[src/rtl/pmod_jstk_spi_pkg.sv]
// Shared definitions for the PmodJSTK SPI poller.
//   jstk_state_t   : top-level transaction FSM encoding
//   NUM_BYTES      : bytes exchanged per poll
//   LED_CMD_PREFIX : upper six bits of the first byte sent to the joystick
//   JOY_CENTRE     : reset value of both axes (cursor holds still)
//   tx_byte_for()  : byte sent at a given position in the transaction
package pmod_jstk_spi_pkg;

    typedef enum logic [2:0] {
        IDLE  = 3'd0,
        SETUP = 3'd1,
        SHIFT = 3'd2,
        GAP   = 3'd3,
        DONE  = 3'd4
    } jstk_state_t;

    localparam int         NUM_BYTES      = 5;
    localparam logic [5:0] LED_CMD_PREFIX = 6'b100000;
    localparam logic [9:0] JOY_CENTRE     = 10'd512;

    // Only the first byte carries the LED command; the rest are padding
    // that clocks the joystick's reply out.
    function automatic logic [7:0] tx_byte_for(input logic [2:0] idx,
                                               input logic [1:0] led);
        return (idx == 3'd0) ? {LED_CMD_PREFIX, led} : 8'h00;
    endfunction

endpackage

[src/rtl/pmod_jstk_spi_byte_shifter.sv]
// Single-byte SPI mode-0 shift engine, MSB first.
//   clk, clr  : clock, asynchronous active-high reset
//   start     : request to shift tx_byte (accepted only while idle)
//   tx_byte   : byte to send, sampled on start
//   miso      : serial data from the slave
//   sclk      : SPI clock, idle low, SCLK_HALF clk cycles per half period
//   mosi      : serial data to the slave, changes only with sclk low
//   rx_byte   : byte received, complete when done is high
//   done      : one-cycle pulse in the last cycle of bit 0's high half
//
// Handshake: start is a single-cycle request issued by the owner only when
// no byte is in flight; the first low half begins the cycle after start, so
// a byte occupies exactly 16*SCLK_HALF cycles ending with the done cycle.
module pmod_jstk_spi_byte_shifter #(
    parameter int SCLK_HALF = 750
) (
    input  logic       clk,
    input  logic       clr,
    input  logic       start,
    input  logic [7:0] tx_byte,
    input  logic       miso,
    output logic       sclk,
    output logic       mosi,
    output logic [7:0] rx_byte,
    output logic       done
);

    localparam int HALF_W = (SCLK_HALF > 1) ? $clog2(SCLK_HALF) : 1;
    localparam logic [HALF_W-1:0] HALF_LAST = HALF_W'(SCLK_HALF - 1);

    logic              busy;
    logic [HALF_W-1:0] half_cnt;
    logic [2:0]        bit_idx;
    logic [7:0]        tx_sh;   // remaining bits, next one at [7]

    assign done = busy && sclk && (half_cnt == HALF_LAST) && (bit_idx == 3'd0);

    always_ff @(posedge clk or posedge clr) begin
        if (clr) begin
            busy     <= 1'b0;
            half_cnt <= '0;
            bit_idx  <= 3'd0;
            tx_sh    <= 8'h00;
            sclk     <= 1'b0;
            mosi     <= 1'b0;
            rx_byte  <= 8'h00;
        end else if (start) begin
            busy     <= 1'b1;
            half_cnt <= '0;
            bit_idx  <= 3'd7;
            tx_sh    <= {tx_byte[6:0], 1'b0};
            sclk     <= 1'b0;
            mosi     <= tx_byte[7];
        end else if (busy) begin
            if (half_cnt == HALF_LAST) begin
                half_cnt <= '0;
                if (!sclk) begin
                    // Rising edge: slave data has been stable for a full low half.
                    sclk    <= 1'b1;
                    rx_byte <= {rx_byte[6:0], miso};
                end else begin
                    // Falling edge: mosi moves together with sclk going low.
                    sclk <= 1'b0;
                    if (bit_idx == 3'd0) begin
                        busy <= 1'b0;
                        mosi <= 1'b0;
                    end else begin
                        bit_idx <= bit_idx - 3'd1;
                        mosi    <= tx_sh[7];
                        tx_sh   <= {tx_sh[6:0], 1'b0};
                    end
                end
            end else begin
                half_cnt <= half_cnt + HALF_W'(1);
            end
        end
    end

endmodule

[src/rtl/pmod_jstk_spi.sv]
// Polls a PmodJSTK joystick over SPI once every POLL_PERIOD clk cycles.
//   clk, clr     : 100 MHz clock, asynchronous active-high reset
//   led          : LED request, latched when a transaction starts
//   miso         : joystick serial data
//   sclk, mosi   : SPI clock (idle low) and data to the joystick
//   ss           : slave select, active low
//   joy_x, joy_y : latest 10-bit axis values
//   btn          : latest buttons {trigger, btn2, btn1}
//   sample_valid : one-cycle pulse when joy_x/joy_y/btn update
//
// Outputs are only written on the cycle a full 5-byte exchange finishes;
// earlier bytes are parked in a separate receive buffer.
module pmod_jstk_spi
    import pmod_jstk_spi_pkg::*;
#(
    parameter int SCLK_HALF   = 750,
    parameter int SS_SETUP    = 1500,
    parameter int BYTE_GAP    = 1000,
    parameter int POLL_PERIOD = 1000000
) (
    input  logic       clk,
    input  logic       clr,
    input  logic [1:0] led,
    input  logic       miso,
    output logic       sclk,
    output logic       mosi,
    output logic       ss,
    output logic [9:0] joy_x,
    output logic [9:0] joy_y,
    output logic [2:0] btn,
    output logic       sample_valid
);

    // One counter width wide enough for the longest interval, so no counter
    // can wrap inside its state. SS_SETUP and BYTE_GAP are assumed >= 1.
    localparam int MAX_CNT =
        (POLL_PERIOD > SS_SETUP) ? ((POLL_PERIOD > BYTE_GAP) ? POLL_PERIOD : BYTE_GAP)
                                 : ((SS_SETUP > BYTE_GAP) ? SS_SETUP : BYTE_GAP);
    localparam int CNT_W = (MAX_CNT > 1) ? $clog2(MAX_CNT) : 1;

    localparam logic [CNT_W-1:0] POLL_LAST  = CNT_W'(POLL_PERIOD - 1);
    localparam logic [CNT_W-1:0] SETUP_LAST = CNT_W'(SS_SETUP - 1);
    localparam logic [CNT_W-1:0] GAP_LAST   = CNT_W'(BYTE_GAP - 1);
    localparam logic [2:0]       LAST_BYTE  = 3'(NUM_BYTES - 1);

    jstk_state_t      state, state_next;
    logic [CNT_W-1:0] poll_cnt;
    logic [CNT_W-1:0] phase_cnt;
    logic [2:0]       byte_cnt;
    logic [1:0]       led_q;
    logic             shift_start;
    logic             shift_done;
    logic [7:0]       shift_tx;
    logic [7:0]       rx_byte;

    // Receive buffer for bytes 0..3; byte 4 goes straight to btn on completion.
    logic [7:0] x_lo, y_lo;
    logic [1:0] x_hi, y_hi;

    pmod_jstk_spi_byte_shifter #(
        .SCLK_HALF (SCLK_HALF)
    ) u_shifter (
        .clk     (clk),
        .clr     (clr),
        .start   (shift_start),
        .tx_byte (shift_tx),
        .miso    (miso),
        .sclk    (sclk),
        .mosi    (mosi),
        .rx_byte (rx_byte),
        .done    (shift_done)
    );

    always_ff @(posedge clk or posedge clr) begin
        if (clr) state <= IDLE;
        else     state <= state_next;
    end

    always_comb begin
        state_next  = state;
        shift_start = 1'b0;
        shift_tx    = 8'h00;
        case (state)
            IDLE: begin
                // Counter saturates, so an overdue poll starts at once.
                if (poll_cnt == POLL_LAST) state_next = SETUP;
            end
            SETUP: begin
                if (phase_cnt == SETUP_LAST) begin
                    state_next  = SHIFT;
                    shift_start = 1'b1;
                    shift_tx    = tx_byte_for(3'd0, led_q);
                end
            end
            SHIFT: begin
                if (shift_done) state_next = (byte_cnt == LAST_BYTE) ? DONE : GAP;
            end
            GAP: begin
                if (phase_cnt == GAP_LAST) begin
                    state_next  = SHIFT;
                    shift_start = 1'b1;
                    shift_tx    = tx_byte_for(byte_cnt + 3'd1, led_q);
                end
            end
            DONE:    state_next = IDLE;
            default: state_next = IDLE;
        endcase
    end

    // Poll timer (start to start, runs in every state), interval timer,
    // byte sequencing and LED latch.
    always_ff @(posedge clk or posedge clr) begin
        if (clr) begin
            poll_cnt  <= '0;
            phase_cnt <= '0;
            byte_cnt  <= 3'd0;
            led_q     <= 2'b00;
        end else begin
            if (state == IDLE && state_next == SETUP) begin
                poll_cnt <= '0;
                led_q    <= led;
            end else if (poll_cnt != POLL_LAST) begin
                poll_cnt <= poll_cnt + CNT_W'(1);
            end

            if (state_next != state)
                phase_cnt <= '0;
            else if (state == SETUP || state == GAP)
                phase_cnt <= phase_cnt + CNT_W'(1);

            if (state == IDLE)
                byte_cnt <= 3'd0;
            else if (state == GAP && state_next == SHIFT)
                byte_cnt <= byte_cnt + 3'd1;
        end
    end

    always_ff @(posedge clk or posedge clr) begin
        if (clr) begin
            x_lo <= 8'h00;
            x_hi <= 2'b00;
            y_lo <= 8'h00;
            y_hi <= 2'b00;
        end else if (state == SHIFT && shift_done) begin
            case (byte_cnt)
                3'd0:    x_lo <= rx_byte;
                3'd1:    x_hi <= rx_byte[1:0];
                3'd2:    y_lo <= rx_byte;
                3'd3:    y_hi <= rx_byte[1:0];
                default: ;
            endcase
        end
    end

    // ss is registered from the next state so it tracks the FSM exactly and
    // goes high immediately on clr. Outputs are written on entry to DONE so
    // they change in the same cycle sample_valid is high.
    always_ff @(posedge clk or posedge clr) begin
        if (clr) begin
            ss           <= 1'b1;
            joy_x        <= JOY_CENTRE;
            joy_y        <= JOY_CENTRE;
            btn          <= 3'b000;
            sample_valid <= 1'b0;
        end else begin
            ss <= !(state_next == SETUP || state_next == SHIFT || state_next == GAP);
            if (state == SHIFT && state_next == DONE) begin
                joy_x        <= {x_hi, x_lo};
                joy_y        <= {y_hi, y_lo};
                btn          <= rx_byte[2:0];
                sample_valid <= 1'b1;
            end else begin
                sample_valid <= 1'b0;
            end
        end
    end

endmodule

[config.mk]
export PLATFORM = sky130hd
export DESIGN_NAME = pmod_jstk_spi
export DESIGN_NICKNAME = d
export VERILOG_FILES = /design/src/rtl/pmod_jstk_spi_pkg.sv /design/src/rtl/pmod_jstk_spi_byte_shifter.sv /design/src/rtl/pmod_jstk_spi.sv
export SDC_FILE = /design/constraint.sdc
export NUM_CORES = 1
export LEC_CHECK = 0
export CAP_MARGIN = 20
export CORE_UTILIZATION = 55
export CTS_CLUSTER_SIZE = 16
export DETAILED_ROUTE_END_ITERATION = 8
export GPL_ROUTABILITY_DRIVEN = 0
export PLACE_DENSITY = 0.74
export SYNTH_ARGS = -nofsm -noshare
export SYNTH_HDL_FRONTEND = slang
export SYNTH_SLANG_ARGS = --single-unit
export TNS_END_PERCENT = 1
[constraint.sdc]
create_clock -name clk -period 4.05 [get_ports clk]
set_input_delay 0.405 -clock clk [delete_from_list [all_inputs] [get_ports clk]]
set_output_delay 0.405 -clock clk [all_outputs]
set_load 0.02 [all_outputs]
==> results of run 1 <==
worst max-delay path, cell delays in order, from the launching register on:
cell and delay, ns:
dfrtp_1 0.44, or4b_1 0.52, or3_1 0.35, or3_1 0.51, nand2_2 0.38, or3_4 0.30
mux2_4 0.32
synth_stat cells (all sizes together), types with 2 or more instances:
cell type	count
dfrtp	121
mux2	55
nor2	49
nand2	42
nand3	21
nor3	19
xnor2	19
xor2	17
a21oi	15
o21ai	14
ha	12
inv	12
buf	10
or3	10
mux2i	9
nand4	9
and3	6
nor2b	5
nor4	5
and4	4
clkbuf	3
dfstp	3
nand2b	3
nand4bb	3
nor3b	3
or4b	3
a21o	2
a31oi	2
and2	2
nand4b	2
or2	2
cells in the final DEF (no fill, tap or decap), types with 3 or more instances in the layout:
cell | Yosys | layout
dfrtp_1 | 121 | 121
nor2_1 | 49 | 49
mux2_2 | 47 | 47
nand2_1 | 41 | 41
clkdlybuf4s50_1 | 0 | 31
nand3_1 | 21 | 21
xnor2_1 | 19 | 19
nor3_1 | 18 | 18
xor2_1 | 17 | 17
clkbuf_16 | 0 | 16
a21oi_1 | 15 | 15
o21ai_0 | 12 | 12
ha_1 | 12 | 12
inv_1 | 12 | 11
nand4_1 | 9 | 9
or3_1 | 9 | 9
mux2i_1 | 9 | 9
mux2_4 | 8 | 8
inv_6 | 0 | 7
and3_1 | 6 | 6
nor2b_1 | 5 | 5
nor4_1 | 5 | 5
and4_1 | 4 | 4
bufinv_16 | 0 | 4
nand4bb_1 | 3 | 3
nand2b_1 | 3 | 3
dfstp_2 | 3 | 3
logic make-up (layout without fill, tap and decap cells):
logic type,Yosys count,after routing
AO/OA/AOI/OAI,40,40
multiplexers,64,64
adder cells (fa/ha/maj),12,12
flip-flops,124,124
AND/OR/NAND/NOR,190,190
XOR/XNOR,36,36
buffers and inverters,25,78
layer usage:
metal / vias to the layer above / wire length, um
met5: - / 0
met3: 22 / 336
met4: 0 / 195
met2: 46 / 5240
met1: 1861 / 4760
li1: 1806 / -
state kept, by name (all words and copies together), names as in the netlist, 2 cells and up:
| signal | count |
|---|---|
| y_lo | 8 |
| x_lo | 8 |
| u_shifter.half_cnt | 10 |
| phase_cnt | 20 |
| state | 3 |
| poll_cnt | 20 |
| led_q | 2 |
| byte_cnt | 3 |
| x_hi | 2 |
| u_shifter.bit_idx | 3 |
| btn | 3 |
| joy_x | 10 |
| u_shifter.rx_byte | 8 |
| y_hi | 2 |
| joy_y | 10 |
| u_shifter.tx_sh | 7 |
where the power goes:
part	switching (mW)	total, mW	internal, mW
combinational	0.0234	0.0296	0.00625
sequential	0.00113	1.24	1.24
clock	0.586	1.62	1.03
how the worst max path moves through the flow:
stage | startpoint | to | slack (ns) | cells past startpoint
2_1_floorplan | clr | btn[0] | 0.35 | 1
3_5_place_dp | phase_cnt[3] | u_shifter.rx_byte[3] | 1.12 | 6
6_report | phase_cnt[3] | u_shifter.rx_byte[6] | 1.12 | 6
3_3_place_gp | phase_cnt[3] | u_shifter.rx_byte[3] | 1.19 | 6
4_1_cts | phase_cnt[3] | u_shifter.rx_byte[3] | 1.10 | 6
5_1_grt | phase_cnt[3] | u_shifter.rx_byte[3] | 0.99 | 6
metrics by stage:
| step | utilization (%) | power, mW | setup slack (ns) | hold WS (ns) |
|---|---|---|---|---|
| after floorplan | - | 1.28 | 0.351 | 0.446 |
| after global placement | 61.8 | 1.29 | 1.19 | 0.465 |
| after detailed placement | 61.8 | 1.30 | 1.12 | 0.490 |
| after CTS | 68.2 | 2.92 | 1.10 | 0.401 |
| after global routing | 68.2 | 2.98 | 0.986 | 0.445 |
| final | 68.2 | 2.89 | 1.12 | 0.366 |
layout make-up:
class	count	area, um2	area share (%)
repair buffers	34	345	5.13
well taps	133	166	2.47
multi-input cells	342	2430	36.1
clock buffers	18	428	6.36
flip-flops and latches	124	3110	46.2
clock inverters	14	204	3.03
inverters	12	47.5	0.706
==> impl_metrics.tcl, run 1 <==
set metrics [dict create \
    syn_to_final_growth_pct 18.7 \
    critical_path_class "reg2reg" \
    use_met1_pct 27.9 \
    syn_inst 491 \
    fillers 690 \
    routed_wl_mm 10.5 \
    grt_pass1_wl_mm 18.7 \
    ir_worst_vdd_mv 0.399 \
    max_cap_viol_count 0 \
    cts_buffers 17 \
    synth.distinct_cells 52 \
    coreArea_um2 9860 \
    drtIter0Drc 139 \
    die_area_um2 10700 \
    placed_cell_area_um2 6100 \
    tightestPinTransition_ns 0.845 \
    ant_nets 0 \
    ys_seq_area_share_pct 54.8 \
    wl_per_cell_um 15.5 \
    dp_cells 645 \
    crit_path_max_fanout 20 \
    muxShareOfSynthArea_pct 13.0 \
    required_ns 4.46 \
    syn-num-nets 508 \
    synthAdderAreaFrac_pct 2.65 \
    synth_top_family_by_area "simple AND/OR/NAND/NOR gates" \
    grt_pass1_vias 3859 \
    fmax_mhz 341 \
    clk_path_buf_depth 2 \
    rows 36 \
    relSlewSlack_pct 43.2 \
    clock-sinks 124 \
    worst_r2r_startpoint "phase_cnt[3]" \
    endpoint_kind "flop" \
    fp.dieH_um 104 \
    drc 0 \
    io_buffers 31 \
    outcome "complete, no violations" \
    layout-drive-gt1-share_pct 18.9 \
    ys_warn_count 0 \
    rr_worst_depth 6 \
    fin_nets 548 \
    gr-usage-met3_pct 6.10 \
    fin_cells 677 \
    synth-seq-cells 124 \
    synth.area.top_cells "dfrtp_1 (53%), mux2_2 (9.3%), nor2_1 (3.2%)" \
    yosysTopAreaCell "dfrtp_1" \
    num_vias 3735 \
    period_needed_ns 2.93 \
    grt_antenna_before_repair 0 \
    cts_tree "yes" \
    drt_first_pass_iters 4 \
    arrival_ns 3.34 \
    io_pins 32 \
    skew_ns 0.00885 \
    period_share_pct 72.4 \
    viasPerCell 5.52 \
    cts_hold_buf 0 \
    stdcell_area_um2 6730 \
    finalSetupViolCount 0 \
    p_leak_nw 3.15 \
    hp-class "in2async" \
    grt_start_max_net_pins 65 \
    synthArstFlopShare_pct 100 \
    post-cts-setup-buffer-count 0 \
    hpwl_mm 6.78 \
    synth_compound_area_share_pct 4.08 \
    initial_utilization_pct 57.5 \
    die_width_um 104 \
    ys_dominant_reg_cell "dfrtp_1" \
    slew_viol_final 0 \
    met2_usage_pct 35.7 \
    critPathLaunchType "flop" \
    cts-root-buf "clkbuf_8" \
    synth_xor_area_share_pct 5.56 \
    grt-ovfl-total 0 \
    htreeDepth 4 \
    clock_latency_ns 0.53 \
    synth_edf_count 0 \
    hold_viol 0 \
    setup_tns_ns 0 \
    yosys.area_share.simple_pct 17.6 \
    synth_top_area_share_pct 53.4 \
    cts_resized 0 \
    track_usage_pct 22.2 \
    rsz0062_at_grt "false" \
    top_usage_layer "met2" \
    clkSlewWorstSetupHoldPaths_ns 0.06 \
    syn_avg_cell_area_um2 11.6 \
    r2r-end "u_shifter.rx_byte[6]" \
    p_per_area_nw_per_um2 429 \
    antenna_cells 0 \
    synth_area_um2 5670 \
    reg2reg_slack_ns 1.12 \
]
(Power assumes the default switching activity.)
==> run 2: changes to the inputs <==
==> constraint.sdc (replaced) <==
create_clock -name clk -period 2.7 [get_ports clk]
set_input_delay 0.27 -clock clk [delete_from_list [all_inputs] [get_ports clk]]
set_output_delay 0.27 -clock clk [all_outputs]
set_load 0.02 [all_outputs]
==> run 2 against run 1 <==
  * Critical path depth grew 1
  * Cell count grew 1.2%
  * Via count grew 0.16%
  * Register-to-register slack lost 0.91 ns
  * Global-route usage shrank 0.51 points
  * Clock skew grew 0.00058 ns
  * Wire length shrank 1.8%
  * Maximum frequency grew 18%
  * Worst hold slack lost 0.095 ns
  * Critical path type unchanged
  * Critical endpoint is now y_lo[0]
==> impl_metrics.tcl, run 2 (synthesis gave the netlist of run 1 again) <==
set metrics [dict create \
    grt_pass1_wl_mm 18.4 \
    clock-sinks 124 \
    relSlewSlack_pct 57.0 \
    die_area_um2 10700 \
    drc 0 \
    rows 36 \
    die_width_um 104 \
    viasPerCell 5.46 \
    required_ns 3.11 \
    ant_nets 0 \
    fin_nets 556 \
    endpoint_kind "flop" \
    track_usage_pct 21.7 \
    post-cts-setup-buffer-count 0 \
    cts-root-buf "clkbuf_8" \
    cts_buffers 17 \
    grt_antenna_before_repair 0 \
    layout-drive-gt1-share_pct 20.1 \
    p_per_area_nw_per_um2 592 \
    cp_slowest_stage_delay_ns 0.55 \
    num_vias 3741 \
    clk_path_buf_depth 2 \
    routed_wl_mm 10.3 \
    p_leak_nw 3.13 \
    fp.dieH_um 104 \
    htreeDepth 4 \
    io_buffers 31 \
    cts_tree "yes" \
    max_cap_viol_count 0 \
    fillers 727 \
    largestRegisters "phase_cnt x20, poll_cnt x20" \
    crit_family "simple AND/OR/NAND/NOR gates" \
    coreArea_um2 9860 \
    path_buf_inv 1 \
    grt-ovfl-total 0 \
    crit_path_max_fanout 8 \
    setup_tns_ns 0 \
    rsz0062_at_grt "false" \
    clock_latency_ns 0.53 \
    syn_to_final_growth_pct 18.3 \
    outcome "complete, no violations" \
    wl_per_cell_um 15.1 \
    finalSetupViolCount 0 \
    whs_ns 0.271 \
    grt_pass1_vias 3846 \
    cpMaxStageDelayCell "or3_1" \
    rr_worst_depth 7 \
    hpwl_mm 6.80 \
    fin_cells 685 \
    antenna_cells 0 \
    period_needed_ns 2.49 \
    tightestPinTransition_ns 0.645 \
    clkSlewWorstSetupHoldPaths_ns 0.06 \
    ir_worst_vdd_mv 0.716 \
    critical_path_class "reg2reg" \
    crit_chain "inv_1 > ha_1 > nand4bb_1 > or3_1 > nor3_1 > nand2_1 > mux2_2" \
    hold_viol 0 \
    layout_common_cells "dfrtp_1 (121), nor2_1 (49), mux2_2 (47)" \
    arrival_ns 2.90 \
    final_util_pct 68.0 \
    hp-class "in2async" \
    skew_ns 0.00944 \
    slew_viol_final 0 \
    drt_first_pass_iters 4 \
    io_pins 32 \
    cts_hold_buf 0 \
    period_share_pct 92.4 \
    total_power_mw 3.97 \
    initial_utilization_pct 57.5 \
    final_common_cell "dfrtp_1" \
    drtIter0Drc 187 \
    grt_start_max_net_pins 125 \
    crit_cells 7 \
    critPathLaunchType "flop" \
    dp_cells 653 \
    fmax_mhz 401 \
    cts_resized 0 \
]
[run 2: worst reg2reg max path, delay by kind of cell (launching register included)]
kind                       cells  cell delay (ns)
buffers and inverters          1             0.07
DFF                            1             0.41
adders and majority gates      1             0.13
and+or+nand+nor                4             1.40
muxes                          1             0.37
[run 2: layer usage]
layer	global-route usage [%]	vias to the layer above	share of wire, %
met1	28.6	1877	47
met5	0	-	0
met4	6.94	0	0.99
li1	-	1815	-
met2	34.8	41	49
met3	6.10	8	2.9
[run 2: final timing paths]
kind                                       startpoint                    end  slack, ns
worst max-delay path            u_shifter.half_cnt[1]                y_lo[0]       0.21
worst min-delay path                              clr  u_shifter.half_cnt[0]       0.27
worst max register to register  u_shifter.half_cnt[1]                y_lo[0]       0.21
worst min register to register               led_q[0]     u_shifter.tx_sh[1]       0.49
max in group asynchronous                         clr          phase_cnt[17]       1.94
min in group clk                               led[0]               led_q[0]       0.36
[run 2: power breakdown]
group	switching (mW)	internal, mW
clock	0.876	1.19
sequential	0.00151	1.86
combinational	0.0357	0.00942
[run 2: area by class of cell]
type	instances	area (um2)	area share, %
Sequential cell	124	3110	46.3
Multi-Input combinational cell	342	2430	36.3
Clock buffer	19	442	6.58
Timing Repair Buffer	42	405	6.04
Tap cell	133	166	2.48
Clock inverter	13	108	1.60
Inverter	12	48.8	0.727
[run 2: per-stage QoR]
stage / setup WS [ns] / area [um2]
floorplan: 0.301 / 5680
global placement: 0.299 / 6160
detailed placement: 0.229 / 6160
CTS: 0.208 / 6710
global route: 0.0632 / 6710
finish: 0.205 / 6710
==> run 3: changes to the inputs <==
--- a/config.mk
+++ b/config.mk
@@ -10,7 +10,8 @@
 export CTS_CLUSTER_SIZE = 16
 export DETAILED_ROUTE_END_ITERATION = 8
 export GPL_ROUTABILITY_DRIVEN = 0
-export PLACE_DENSITY = 0.74
+export PLACE_DENSITY_LB_ADDON = 0.05
+export SLEW_MARGIN = 40
 export SYNTH_ARGS = -nofsm -noshare
 export SYNTH_HDL_FRONTEND = slang
 export SYNTH_SLANG_ARGS = --single-unit
==> run 3 against run 2 <==
  * Wire length up 3.2%
  * Total power about the same
  * Global-route usage up 0.61 points
  * Clock power about the same
  * Clock skew down 0.0020 ns
  * Non-clock buffer count up 3
  * Sequential power about the same
  * Flip-flop and latch count unchanged
  * Cell count up 0.44%
  * Die area unchanged
  * Combinational power about the same
  * Core utilization up 0.16 points
==> impl_metrics.tcl, run 3 (synthesis gave the netlist of run 1 again) <==
set metrics [dict create \
    dr.max_layer_used "met4" \
    fp.dieH_um 104 \
    die_area_um2 10700 \
    io_buffers 31 \
    tightestPinTransition_ns 0.659 \
    viasPerCell 5.48 \
    whs_ns 0.246 \
    io_pins 32 \
    critPathLaunchType "flop" \
    cts_tree "yes" \
    clock_latency_ns 0.53 \
    cp_slowest_stage_delay_ns 0.55 \
    total_power_mw 3.98 \
    cts_resized 0 \
    rows 36 \
    crit_chain "inv_1 > ha_1 > nand4bb_1 > or3_1 > nor3_1 > nand2_1 > mux2_2" \
    rsz0062_at_grt "false" \
    critical_path_class "reg2reg" \
    hold_viol 0 \
    required_ns 3.12 \
    route.met2.wl_mm 5.22 \
    drtIter0Drc 189 \
    ant_nets 0 \
    ir_worst_vdd_mv 0.505 \
    die_width_um 104 \
    final_common_cell "dfrtp_1" \
    largestRegisters "phase_cnt x20, poll_cnt x20" \
    track_usage_pct 22.3 \
    endpoint_kind "flop" \
    post-cts-setup-buffer-count 0 \
    syn_to_final_growth_pct 18.6 \
    p_per_area_nw_per_um2 591 \
    fin_nets 559 \
    seqCellArea_um2 3110 \
    htreeDepth 4 \
    met1Wirelength_mm 5.00 \
    grt_start_max_net_pins 125 \
    dp_cells 656 \
    hp-class "in2async" \
    wl_met3_um 301 \
    routed_wl_mm 10.7 \
    max_cap_viol_count 0 \
    layout_common_cells "dfrtp_1 (121), nor2_1 (49), mux2_2 (47)" \
    fin_cells 688 \
    clock-sinks 124 \
    period_needed_ns 2.47 \
    drc 0 \
    setup_tns_ns 0 \
    cts-root-buf "clkbuf_8" \
    cts_hold_buf 0 \
    skew_ns 0.00746 \
    grt_antenna_before_repair 0 \
    clk_path_buf_depth 2 \
    arrival_ns 2.89 \
    coreArea_um2 9860 \
    cts_buffers 17 \
    fillers 721 \
    layout-drive-gt1-share_pct 20.5 \
    wl_per_cell_um 15.5 \
    grt_pass1_vias 4008 \
    hpwl_mm 6.77 \
    grt-ovfl-total 0 \
    period_share_pct 91.6 \
    finalSetupViolCount 0 \
    slew_viol_final 0 \
    fmax_mhz 404 \
    final_util_pct 68.2 \
    grt_pass1_wl_mm 18.9 \
    num_vias 3771 \
    cpMaxStageDelayCell "or3_1" \
    initial_utilization_pct 57.5 \
    drt_first_pass_iters 4 \
    p_leak_nw 3.15 \
    relSlewSlack_pct 56.0 \
    clkSlewWorstSetupHoldPaths_ns 0.06 \
    antenna_cells 0 \
    outcome "complete, no violations" \
    crit_path_max_fanout 8 \
    multi_input_area_um2 2430 \
]
[run 3: where the power goes]
part | switching [mW] | internal [mW]
Sequential | 0.00163 | 1.86
Clock | 0.915 | 1.16
Combinational | 0.0355 | 0.00939
[run 3: critical path, delay by kind of cell (launching register included)]
kind / cells / cell delay (ns)
flip-flops: 1 / 0.41
multiplexers: 1 / 0.37
AND/OR/NAND/NOR: 4 / 1.38
adder cells (fa/ha/maj): 1 / 0.13
buffers and inverters: 1 / 0.07
[run 3: metal layers]
layer,global-route usage (%),vias to the layer above
li1,-,1817
met1,27.7,1899
met2,36.7,37
met3,6.92,18
met4,8.18,0
met5,0,-
[run 3: final timing paths]
path | from | endpoint | slack (ns) | depth (start not counted)
hold reg to reg | led_q[0] | u_shifter.tx_sh[1] | 0.49 | 1
setup reg to reg | u_shifter.half_cnt[1] | y_lo[5] | 0.23 | 7
min in group clk | miso | u_shifter.rx_byte[0] | 0.36 | 2
setup / recovery | u_shifter.half_cnt[1] | y_lo[5] | 0.23 | 7
max in group asynchronous | clr | poll_cnt[13] | 1.95 | 3
hold / removal | clr | u_shifter.half_cnt[9] | 0.25 | 3
[run 3: area by class of cell]
type                       count  share of cell area, %
tap                          133                   2.47
timing repair buffer          45                   6.36
multi-input combinational    342                   36.2
sequential                   124                   46.2
inverter                      12                  0.726
clock inverter                15                   1.92
clock buffer                  17                   6.16
[run 3: through the flow]
step / setup WS, ns / area [um2]
global placement: 0.290 / 6180
global route: 0.0701 / 6730
floorplan: 0.301 / 5680
CTS: 0.216 / 6730
detailed placement: 0.236 / 6180
finish: 0.227 / 6730
